<file path="src/rtl/rr_sel21.sv">
// rr_sel21: two-source round-robin selector with a single registered output slot.
// Arbitrates between two valid/ready producers, captures the winning word into y,
// and drives s, the select line of the downstream 2:1 mux.
module rr_sel21 #(
  parameter int W = 8
) (
  input  logic         clk,
  input  logic         rst,
  input  logic         d0_valid,
  input  logic [W-1:0] d0,
  output logic         d0_ready,
  input  logic         d1_valid,
  input  logic [W-1:0] d1,
  output logic         d1_ready,
  output logic         y_valid,
  output logic [W-1:0] y,
  input  logic         y_ready,
  output logic         s
);

  typedef enum logic {
    EMPTY = 1'b0,
    FULL  = 1'b1
  } state_t;

  state_t state;
  logic   prio;
  logic   load;
  logic   grant0;
  logic   grant1;

  assign y_valid = (state == FULL);

  // Slot is free or being drained; a tie goes to the source the pointer names.
  always_comb begin
    load   = !y_valid || y_ready;
    grant0 = load && d0_valid && (!d1_valid || !prio);
    grant1 = load && d1_valid && (!d0_valid ||  prio);
  end

  // Readies are the grants, suppressed while reset is held.
  always_comb begin
    d0_ready = grant0 && !rst;
    d1_ready = grant1 && !rst;
  end

  // Slot state, captured word, select and round-robin pointer.
  always_ff @(posedge clk or posedge rst) begin
    if (rst) begin
      state <= EMPTY;
      y     <= '0;
      s     <= 1'b0;
      prio  <= 1'b0;
    end else if (load) begin
      if (grant0) begin
        y     <= d0;
        s     <= 1'b0;
        state <= FULL;
        prio  <= 1'b1;
      end else if (grant1) begin
        y     <= d1;
        s     <= 1'b1;
        state <= FULL;
        prio  <= 1'b0;
      end else begin
        state <= EMPTY;
      end
    end
  end

endmodule
</file>
<file path="config.mk">
export PLATFORM = sky130hd
export DESIGN_NAME = rr_sel21
export DESIGN_NICKNAME = d
export VERILOG_FILES = /design/src/rtl/rr_sel21.sv
export SDC_FILE = /design/constraint.sdc
export NUM_CORES = 1
export LEC_CHECK = 0
export ABC_AREA = 1
export CAP_MARGIN = 15
export CORE_MARGIN = 5
export CORE_UTILIZATION = 32
export CTS_CLUSTER_DIAMETER = 60
export DETAILED_ROUTE_END_ITERATION = 6
export GPL_ROUTABILITY_DRIVEN = 0
export PLACE_DENSITY = 0.82
export SYNTH_ARGS = -nofsm -noshare
export SYNTH_HDL_FRONTEND = slang
export SYNTH_SLANG_ARGS = --single-unit
export TNS_END_PERCENT = 20
</file>
<file path="constraint.sdc">
create_clock -name clk -period 1 [get_ports clk]
set_input_delay 0.3 -clock clk [delete_from_list [all_inputs] [get_ports clk]]
set_output_delay 0.3 -clock clk [all_outputs]
set_load 0.1 [all_outputs]
</file>
==> results.md <==
* Post-Synthesis Cells at 72
* Clk buf depth at 2
* Ordered cell list for the critical path: nand2_4 > nand3_4 > nor2_4 > buf_12
* Sequential share of power at 27.4%
* Metal-1 WL at 715 um
* Worst stage delay on the critical path at 0.49 ns
* Share of layout cells above drive strength 1 at 39.5%
* Critical path class: flip-flop to output pin
* Most common cell after layout, fill and taps aside: nand2_1
* RSZ-0062 raised after global routing: yes
* Routed WL at 1.97 mm
* DRC Markers at 0
* Die Wd at 52.2 um
* Total Die Area at 2730 um2
* Unique masters post-synth at 13
* Pint at 1.19 mW
* Initial antenna violation count at 0
* Top Metal Used: met4
* Cell total after placement at 136
* Dpl cell area at 1140 um2
* Pwr Density at 1810 nW/um2
* Arr. time, crit path at 1.26 ns
* CTS tree: done
* Critical path peak fanout at 3
* IO buf count at 32
* Most frequent cells in the layout: nand2_1, clkdlybuf4s50_1, buf_12
* Synth-to-Final Area Change at 118%
* Hold_buf cts at 0
* Cell Count, Final, Fillers Out at 144
* Final nets at 141
* Worst r2r dst: y[4]$_DFFE_PP0P_
* Final Slew Violations at 0
* Number of global-route vias before repair at 719
* Final core utilization at 73.0%
* CTS clock-pin slew for the worst setup and hold paths at 0.08 ns
* Combinational power share at 58.1%
* First-pass GRT wire length at 3.16 mm
* Crit path time final at 1.56 ns
* Die Y at 52.2 um
* Sw Pwr at 1.07 mW
* P_leak at 0.604 nW
* Core footprint at 1710 um2
* Grt ovf at 0
* VDD IR-drop max at 0.00134 V
* CP required at 0.70 ns
* Pre-antenna DRT Iters at 4
* Synth Cell Area at 571 um2
* Register bit total from synthesis at 11
* Clock Latency Late Sink at 0.28 ns
* CTS Root Cell: clkbuf_4
* Reg2reg start: y_valid$_DFFE_PP0N_
* Wire per inst at 13.7 um
* Setup crit end kind: output pin
* I/O pins at 33
* Max-Slew Margin vs Limit at 84.2%
* Worst Hold Class: primary input to asynchronous set/reset pin
* Max Cap Viol at 0
* Via-per-instance ratio at 4.73
* Slew @ Worst Pin at 0.236 ns
* H-tree levels at 1
* Register area share after synthesis at 48.2%
* Worst setup SP type: flip-flop
* Setup violators final at 23
* Outcome: complete, but fails checks
* Met3 wire length at 60 um
* R2R setup slack at -0.29 ns
* Syn_area_per_cell at 7.92 um2
* Post-route clock period utilization at 156%
* Clock Sinks at 11
* Num CTS Buffers at 3
* Failing checks: negative setup slack
* Site Rows at 15
* Clock share of power at 14.5%
* Hpwl dp at 1.55 mm
* 1st-iter DRT viols at 7
* R2r worst-path depth at 7
* Net Sw Frac at 47.5%
* Vias post-DR at 681
* Setup ws final at -0.558 ns
* Syn_nets at 93
* Max stage delay cell, worst path: dfrtp_4
* Design Area, Final at 1250 um2
* Initial Util at 33.4%
* Max frequency at 642 MHz
* YS warnings at 0
* Final Skew at 0.00103 ns
* Total GRT Usage at 15.4%
* Ant diodes at 0
* Setup Slack @ Placement at -0.656 ns
* Antenna viol nets, final at 0
* Met2 wire length at 1.18 mm
* Final hold viol count at 0
* Largest net degree at the start of global routing at 12
-- worst max path at each step --
stage	startpoint	to	slack [ns]	depth (start not counted)
after floorplan	y_valid$_DFFE_PP0N_	d1_ready	-0.73	4
after global placement	d1_valid	d0_ready	-0.62	5
after detailed placement	d1_valid	d0_ready	-0.66	5
after CTS	y_valid$_DFFE_PP0N_	d0_ready	-0.61	4
after global routing	y_valid$_DFFE_PP0N_	d0_ready	-0.60	4
final	y_valid$_DFFE_PP0N_	d0_ready	-0.56	4
-- logic make-up after synthesis --
family                 after synthesis  synth area share [%]
AND/OR/NAND/NOR                     45                  37.5
buffers and inverters               14                  11.8
flip-flops                          11                  48.2
AO/OA/AOI/OAI                        2                  2.41
-- worst max-delay path: cells and delay by family, from the launching register on --
kind                   cells  cell delay [ns]
buffers and inverters      1             0.18
AND/OR/NAND/NOR            3             0.30
flip-flops                 1             0.49
-- layout make-up --
class                           instances  area, um2
Tap cell                               25       31.3
Clock buffer                            3       22.5
Fill cell                             124        462
Sequential cell                        11        282
Clock inverter                          1       5.00
Multi-Input combinational cell         47        293
Timing Repair Buffer                   46        569
Inverter                               11       43.8
-- cell usage after synthesis --
cell | number | area [um2]
buf_4 | 2 | 15.0
buf_6 | 1 | 11.3
dfrtp_1 | 11 | 275
inv_1 | 10 | 37.5
inv_2 | 1 | 3.75
nand2_1 | 24 | 90.1
nand2_4 | 1 | 11.3
nand3_1 | 9 | 45.0
nand3_2 | 1 | 10.0
nand4_1 | 8 | 50.1
nor2_1 | 2 | 7.51
o21ai_0 | 1 | 5.00
o21ai_2 | 1 | 8.76
-- per-layer routing --
metal	track usage [%]	vias to the layer above
li1	-	329
met1	18.0	333
met2	28.9	17
met3	1.71	2
met4	5.11	0
met5	0	-
-- power by group through the flow --
stage,logic [mW],registers (mW),clock network [mW]
global route,1.37,0.631,0.352
floorplan,0.227,1.11,0
CTS,1.29,0.618,0.329
global placement,1.24,0.620,0
detailed placement,1.26,0.626,0
finish,1.31,0.620,0.327
-- metrics by stage --
stage                     hold slack (ns)  total power [mW]  setup TNS, ns
final                               0.494              2.26          -5.78
after global routing                0.522              2.35          -6.70
after CTS                           0.500              2.24          -6.03
after detailed placement            0.526              1.89          -7.61
after global placement              0.514              1.86          -7.10
after floorplan                     0.152              1.33          -4.41
-- repair_timing --
action / 4_1_cts / 5_1_grt
setup endpoints to repair: 23 / 23
pin swaps: 3 / 2
buffers inserted: 2 / 4
resized for setup: 8 / 10
-- flip-flops by register name, indices dropped and copies added (netlist names) --
name and flops:
prio 1, s 1, y 8, y_valid 1
No activity file was read; power rests on OpenSTA's default activity.
